**src/rtl/fifo_stream_reader_if.sv**
```systemverilog
// Read-port and stream bundle between the dual-clock FIFO, the stream reader and its consumer.
// master = the reader (drives fifo_rd_en and the stream); slave = FIFO plus downstream sink.
interface fifo_stream_reader_if #(
  parameter int DATA_LEN = 16
);
  logic [DATA_LEN-1:0] fifo_data_out;
  logic                fifo_rd_empty;
  logic                fifo_rd_en;
  logic [DATA_LEN-1:0] out_data;
  logic                out_valid;
  logic                out_ready;

  modport master (
    input  fifo_data_out,
    input  fifo_rd_empty,
    input  out_ready,
    output fifo_rd_en,
    output out_data,
    output out_valid
  );

  modport slave (
    output fifo_data_out,
    output fifo_rd_empty,
    output out_ready,
    input  fifo_rd_en,
    input  out_data,
    input  out_valid
  );
endinterface

```
**src/rtl/fifo_stream_reader.sv**
```systemverilog
// Turns the FIFO's one-cycle-latency read port into a bubble-free valid/ready stream
// through a 2-entry prefetch buffer, and counts delivered beats.
module fifo_stream_reader #(
  parameter int DATA_LEN = 16,
  parameter int CNT_LEN  = 32
) (
  input  logic                 clk,
  input  logic                 reset,
  fifo_stream_reader_if.master bus,
  input  logic                 flush,
  output logic [CNT_LEN-1:0]   beat_count,
  output logic                 idle
);

  logic [1:0]          r_cnt;
  logic                r_inflight;
  logic                r_wr_ptr;
  logic                r_rd_ptr;
  logic [DATA_LEN-1:0] r_buf [2];
  logic [CNT_LEN-1:0]  r_beat_count;

  logic                w_pop;
  logic [2:0]          w_occupancy;
  logic                w_issue;

  // Credit counts words already held plus the one returning this cycle, minus the one leaving.
  assign w_pop       = bus.out_valid & bus.out_ready;
  assign w_occupancy = {1'b0, r_cnt} + {2'b00, r_inflight} - {2'b00, w_pop};
  assign w_issue     = ~bus.fifo_rd_empty & ~flush & ~reset & (w_occupancy < 3'd2);

  assign bus.fifo_rd_en = w_issue;
  assign bus.out_valid  = (r_cnt != 2'd0);
  assign bus.out_data   = r_buf[r_rd_ptr];
  assign beat_count     = r_beat_count;
  assign idle           = (r_cnt == 2'd0) & ~r_inflight & bus.fifo_rd_empty;

  // NOTE: sequential state uses non-blocking assignments so every register sees pre-edge values.
  always_ff @(posedge clk) begin
    if (reset) begin
      r_cnt        <= 2'd0;
      r_inflight   <= 1'b0;
      r_wr_ptr     <= 1'b0;
      r_rd_ptr     <= 1'b0;
      r_beat_count <= '0;
    end else begin
      if (w_pop) begin
        r_beat_count <= r_beat_count + CNT_LEN'(1);
      end
      if (flush) begin
        r_cnt      <= 2'd0;
        r_inflight <= 1'b0;
        r_wr_ptr   <= 1'b0;
        r_rd_ptr   <= 1'b0;
      end else begin
        r_cnt      <= w_occupancy[1:0];
        r_inflight <= w_issue;
        if (r_inflight) begin
          r_wr_ptr <= ~r_wr_ptr;
        end
        if (w_pop) begin
          r_rd_ptr <= ~r_rd_ptr;
        end
      end
    end
  end

  // NOTE: buffer storage is not reset; r_cnt and the pointers alone decide which entries are live.
  always_ff @(posedge clk) begin
    if (r_inflight) begin
      r_buf[r_wr_ptr] <= bus.fifo_data_out;
    end
  end

  a_cnt_bound : assert property (@(posedge clk) disable iff (reset) r_cnt <= 2'd2);

  a_no_read_when_empty : assert property (@(posedge clk)
    !(bus.fifo_rd_en && bus.fifo_rd_empty));

  a_data_stable : assert property (@(posedge clk) disable iff (reset)
    (bus.out_valid && !bus.out_ready && !flush) |=> $stable(bus.out_data));

endmodule

```
**src/flat_wrapper.sv**
```systemverilog
// flat-port wrapper written by rule: the top's interface ports become plain ports
module fifo_stream_reader_flat 
#(
  parameter int DATA_LEN = 16,
  parameter int CNT_LEN  = 32
)
  (clk, reset, flush, beat_count, idle, bus_fifo_data_out, bus_fifo_rd_empty, bus_out_ready, bus_fifo_rd_en, bus_out_data, bus_out_valid);
  fifo_stream_reader_if #(.DATA_LEN(DATA_LEN)) bus_i ();
  input  logic clk;
  input  logic reset;
  input  logic flush;
  output logic [CNT_LEN-1:0] beat_count;
  output logic idle;
  input wire logic [$bits(bus_i.fifo_data_out)-1:0] bus_fifo_data_out;
  input wire logic [$bits(bus_i.fifo_rd_empty)-1:0] bus_fifo_rd_empty;
  input wire logic [$bits(bus_i.out_ready)-1:0] bus_out_ready;
  output wire logic [$bits(bus_i.fifo_rd_en)-1:0] bus_fifo_rd_en;
  output wire logic [$bits(bus_i.out_data)-1:0] bus_out_data;
  output wire logic [$bits(bus_i.out_valid)-1:0] bus_out_valid;
  assign bus_i.fifo_data_out = bus_fifo_data_out;
  assign bus_i.fifo_rd_empty = bus_fifo_rd_empty;
  assign bus_i.out_ready = bus_out_ready;
  assign bus_fifo_rd_en = bus_i.fifo_rd_en;
  assign bus_out_data = bus_i.out_data;
  assign bus_out_valid = bus_i.out_valid;
  fifo_stream_reader #(.DATA_LEN(DATA_LEN), .CNT_LEN(CNT_LEN)) u_core (.clk(clk), .reset(reset), .bus(bus_i), .flush(flush), .beat_count(beat_count), .idle(idle));
endmodule
```
**config.mk**
```make
export PLATFORM = sky130hd
export DESIGN_NAME = fifo_stream_reader_flat
export DESIGN_NICKNAME = d
export VERILOG_FILES = /design/src/rtl/fifo_stream_reader_if.sv /design/src/rtl/fifo_stream_reader.sv /design/src/flat_wrapper.sv
export SDC_FILE = /design/constraint.sdc
export NUM_CORES = 1
export LEC_CHECK = 0
export ABC_AREA = 1
export BUFFER_PORTS_ARGS = -buffer_cell sky130_fd_sc_hd__buf_2
export CORE_MARGIN = 5
export CORE_UTILIZATION = 51
export CTS_BUF_LIST = sky130_fd_sc_hd__clkbuf_8
export DETAILED_ROUTE_END_ITERATION = 6
export GPL_TIMING_DRIVEN = 0
export PLACE_DENSITY = 0.81
export SLEW_MARGIN = 25
export SYNTH_ARGS = -nofsm -noshare
export SYNTH_HDL_FRONTEND = slang
export SYNTH_SLANG_ARGS = --single-unit
```
**constraint.sdc**
```tcl
create_clock -name clk -period 2.4 [get_ports clk]
set_clock_uncertainty 0.15 [all_clocks]
set_input_delay 0.36 -clock clk [delete_from_list [all_inputs] [get_ports clk]]
set_output_delay 0.36 -clock clk [all_outputs]
set_load 0.01 [all_outputs]
```
# Word level (Yosys, flattened, before mapping)
# Memories as Yosys holds them, arrays and structs flattened. A register that Yosys moved wholly into a read port is not among the register bits.
# Index checks and enable logic that the tools add are counted.
[totals]
mem_bits_ro = 0
ramBits = 32
inputBits = 21
n_memories = 1
ff_bits = 37
out_inout_bits = 51
wordCells = 29
latch_bits = 0
[classes]
n_mul = 0
shifts = 0
magnitude_cmp = 1
eq_ne = 0
addsub = 3
div_mod_pow = 0
n_reduce_logical = 3
bitwise_logic = 12
mux = 4
[memory_table]
columns = ["memory", "words", "width", "rd", "rd_clocked_by_memory_dff", "wr", "line", "source"]
rows = [
  ["u_core.r_buf", 2, 16, 1, 1, 1, "fifo_stream_reader.sv:19", "logic [DATA_LEN-1:0] r_buf [2];"],
]
[op_table]
columns = ["cell", "count"]
rows = [
  ["adder 32 x 1 -> 32 bit (second input constant)", 1],
  ["bitwise AND 1 bit", 6],
  ["NOT 1 bit", 6],
  ["2-to-1 mux 1 bit", 4],
  ["adder 2 x 1 -> 3 bit", 1],
  ["less-than comparator 3 x 2 -> 1 bit (second input constant)", 1],
  ["subtractor 3 x 1 -> 3 bit", 1],
  ["zero test 2 bit", 1],
  ["nonzero test 2 bit", 1],
  ["OR reduction 2 bit", 1],
]

# Depth between registers and ports, before layout
[logic_depth]
depth_word = 5
mapped_depth = 9
mapped_depth_nobuf = 9

# Least setup slack after synthesis
# No wires, ideal clock.
[synth_timing]
path_kind = "reg2out"
start = "register u_core.r_cnt[1]"
end = "output port bus_fifo_rd_en"
path_stages_with_launch = 8
setup_slack_ns = -0.196
path_buffers = 0
arrival_time_ns = 2.086
t_required_ns = 1.890
cell_sequence = "dfxtp_1 nor2_1 nor2_8 ha_1 inv_1 ha_1 fa_1 nor4_1"
[synth_between]
elab_chain_len = 5
elab_cells_between_ends = 6
[synth_lines]
columns = ["item", "line", "source"]
rows = [
  ["start, declared", "fifo_stream_reader.sv:15", "logic [1:0] r_cnt;"],
  ["start signal, assigned", "fifo_stream_reader.sv:55", "r_cnt <= w_occupancy[1:0];"],
  ["nonzero test 2 bit", "fifo_stream_reader.sv:32", "assign bus.out_valid = (r_cnt != 2'd0);"],
  ["bitwise AND 1 bit", "fifo_stream_reader.sv:27", "assign w_pop = bus.out_valid & bus.out_ready;"],
  ["net u_core.w_pop", "fifo_stream_reader.sv:22", "logic w_pop;"],
  ["subtractor 3 x 1 -> 3 bit", "fifo_stream_reader.sv:28", "assign w_occupancy = {1'b0, r_cnt} + {2'b00, r_inflight} - {2'b00, w_pop};"],
  ["net u_core.w_occupancy[1]", "fifo_stream_reader.sv:23", "logic [2:0] w_occupancy;"],
  ["less-than comparator 3 x 2 -> 1 bit", "fifo_stream_reader.sv:29", "assign w_issue = ~bus.fifo_rd_empty & ~flush & ~reset & (w_occupancy < 3'd2);"],
  ["bitwise AND 1 bit", "fifo_stream_reader.sv:29", ""],
  ["end, declared", "flat_wrapper.sv:17", "output wire logic [$bits(bus_i.fifo_rd_en)-1:0] bus_fifo_rd_en;"],
]
# The timed path passes the listed nets, and every way through them passes these cells.

# Worst setup path in the final report
# Same ends and word-level chain as after synthesis.

==> results.py <==
metrics = {
    "route": {
        "dr.pass1.iters": 6,
        "wl_per_cell_um": 13.70,
        "drt_iter0_drc": 142,
        "ant_nets": 0,
        "vias_per_cell": 5.147,
        "num_vias": 2764,
        "drt-total-wl_mm": 7.358,
        "remaining_drc_errors": 0,
    },
    "global_route": {
        "met1_usage": 0.2354,
        "grt_max_degree": 18,
        "use_met2": 0.3055,
        "grt_pass1_wl_mm": 12.69,
        "grt_pass1_vias": 2737,
        "overflow": 0,
        "antenna_found_initial": 0,
        "grt_use_total": 0.1891,
        "grt-busiest-layer": "met2",
        "grt_util_met3": 0.04841,
    },
    "floorplan": {
        "die-area_um2": 8093,
        "std_cell_rows": 29,
        "core_um2": 6277,
        "die_h_um": 89.96,
        "die_x_um": 89.96,
        "io_pins": 72,
        "initial_core_util": 0.5194,
    },
    "final_layout": {
        "drive_gt1_frac": 0.2935,
        "layout_commonest_cell": "buf_2",
        "postLayoutCellArea_um2": 4028,
        "fillers": 530,
        "area_delta_synth_final_pct": 23.52,
        "final_cell_mix": "buf_2, nand2_1, nor2_1",
        "nets": 480,
        "antenna_cells": 0,
    },
    "logic_synthesis": {
        "ys_seq_area_frac": 0.5280,
        "synth_cells": 371,
        "postSynth.asyncResetShare": 0,
        "synthesis.nets": 396,
        "synth_edf_count": 32,
        "yosys_warnings": 0,
        "synth_top_area_share": 0.2947,
        "synth_top_cell_by_area": "edfxtp_1",
        "netlist_top_cells_area": "edfxtp_1, dfxtp_1, nand2_1",
        "ys_ff_latch": 70,
        "syn_avg_cell_area_um2": 8.789,
        "ys.flop_type": "dfxtp_1",
        "yosysUniqueCellTypes": 31,
        "syn_area_um2": 3261,
    },
    "critical_path": {
        "path_common_cell": "ha_4",
        "cp-startpoint": "u_core.r_cnt[1]",
        "worst-setup-path-type": "reg2out",
        "cpMaxStageDelayCell": "fa_2",
        "rr_endpoint": "u_core.r_inflight",
        "arrival_ns": 2.19,
        "critPathCaptureType": "output pin",
        "r2r_slack_ns": 0.33,
        "cpPeakStageDelay_ns": 0.44,
        "startpoint_type": "flop",
        "crit_required_ns": 1.89,
        "reg2reg_from": "u_core.r_cnt[1]",
        "setup.worst_path.end": "bus_fifo_rd_en",
        "reg2regPathDepth": 8,
        "cp_max_fo": 3,
        "cp_cell_sequence": "nor2_4 > nor2_8 > ha_4 > inv_2 > ha_4 > fa_2 > nor4_4 > buf_2",
    },
    "power_and_ir_drop": {
        "peakVddDrop_mv": 0.4217,
        "powerDensity_nw_per_um2": 625.4,
        "power_leakage_nw": 1.649,
        "finalPower_mw": 2.519,
    },
    "place": {
        "port_buffers": 71,
        "pre_cts_slack_ns": -0.2172,
        "place_area_um2": 3737,
        "gp_congestion": 0.9092,
        "hpwl_mm": 5.340,
    },
    "cts": {
        "htree_num_levels": 3,
        "cts_buffers": 9,
        "cts.sinks": 70,
        "clk_path_buf_depth": 2,
        "cts_root_buffer": "clkbuf_8",
        "clkTransAtPathRegs_ns": 0.08,
        "cts_tree": "yes",
        "postCtsHoldBufs": 0,
        "clkLatencyLatePin_ns": 0.34,
    },
    "sta": {
        "period_minus_slack_ns": 2.696,
        "fmax_mhz": 370.9,
        "timing.hold.ws_ns": 0.05495,
        "hold_viol": 0,
        "tightest_slew_ns": 0.8071,
        "period_share": 1.123,
        "rsz0062_at_grt": "true",
        "relSlewSlack": 0.4614,
        "fin_ws_ns": -0.2964,
        "setup_viol": 1,
        "slew_viol_final": 0,
    },
    "min_path": {
        "hold_path.class": "in2reg",
    },
    "run": {
        "maxCapViolations": 0,
    },
    "outcome": {
        "outcome": "complete, but fails checks",
        "violations": "negative setup slack",
    },
}
## synthesized netlist by cell type, drive strengths merged (4+ instances only)
master  instances
nand2          67
clkbuf          4
nand3          25
nor2           70
nand4          12
o21ai          14
a21oi          17
inv            56
mux2           16
edfxtp         32
dfxtp          38
## per-stage QoR
stage	std cells	utilization	TNS (ns)
2_1_floorplan	371	-	0
3_3_place_gp	519	0.5950	-0.1723
3_5_place_dp	519	0.5954	-0.2172
4_1_cts	537	0.6406	-0.3585
5_1_grt	537	0.6416	-0.3993
6_report	537	0.6416	-0.2964
## kinds of logic (layout without fill, tap and decap cells)
family,count (synthesis),count (layout),synth area share
AOI/OAI and AO/OA,32,32,0.04989
DFF,70,70,0.5280
and+or+nand+nor,184,184,0.2686
buffers and inverters,63,152,0.07521
muxes,16,16,0.05526
xor gates and xnor gates,2,2,0.005373
adders and majority gates,4,4,0.01765
## worst min path at each step
stage / start / to / slack [ns] / depth (start not counted)
final: bus_fifo_data_out[13] / u_core.r_buf[0][13] / 0.05 / 1
after global routing: bus_fifo_data_out[13] / u_core.r_buf[1][13] / 0.04 / 1
after CTS: bus_fifo_data_out[13] / u_core.r_buf[0][13] / 0.04 / 1
after detailed placement: u_core.beat_count[8] / u_core.beat_count[8] / 0.34 / 1
after global placement: u_core.beat_count[7] / u_core.beat_count[7] / 0.32 / 2
after floorplan: reset / u_core.beat_count[11] / 0.28 / 1
## timing repair
action / CTS / global route
endpoints found under the setup margin: 1 / 11
pin swaps: 5 / 5
buffers inserted: 2 / 1
resized for setup: 7 / 1
## worst max-delay path: cells and delay by family, from the launching register on
kind                       cells  cell delay (ns)
buffers and inverters          2             0.19
adders and majority gates      3             0.84
and+or+nand+nor                3             0.44
DFF                            1             0.36
## per-layer routing
| layer | vias to the layer above | part of all wire |
|---|---|---|
| li1 | 1388 | - |
| met1 | 1246 | 0.44 |
| met2 | 114 | 0.46 |
| met3 | 16 | 0.071 |
| met4 | 0 | 0.021 |
| met5 | - | 0 |
## registers in the layout (all words and copies together) (netlist names), named ones only
name,count
u_core.beat_count,32
u_core.r_buf,32
u_core.r_cnt,2
u_core.r_inflight,1
u_core.r_rd_ptr,1
u_core.r_wr_ptr,1
## where the power goes
group	switching, mW	internal (mW)
registers	0.00719	1.26
logic	0.0668	0.0501
clock network	0.448	0.686
total	0.522	2.00
## cell type report
type / instances / area (um2) / share of cell area
Clock buffer: 9 / 123.9 / 0.03075
Sequential cell: 70 / 1727 / 0.4287
Buffer: 6 / 31.28 / 0.007766
Tap cell: 77 / 96.34 / 0.02392
Clock inverter: 7 / 115.1 / 0.02858
Inverter: 56 / 210.2 / 0.05219
Timing Repair Buffer: 74 / 377.9 / 0.09382
Multi-Input combinational cell: 238 / 1346 / 0.3343
(Power assumes the default switching activity.)
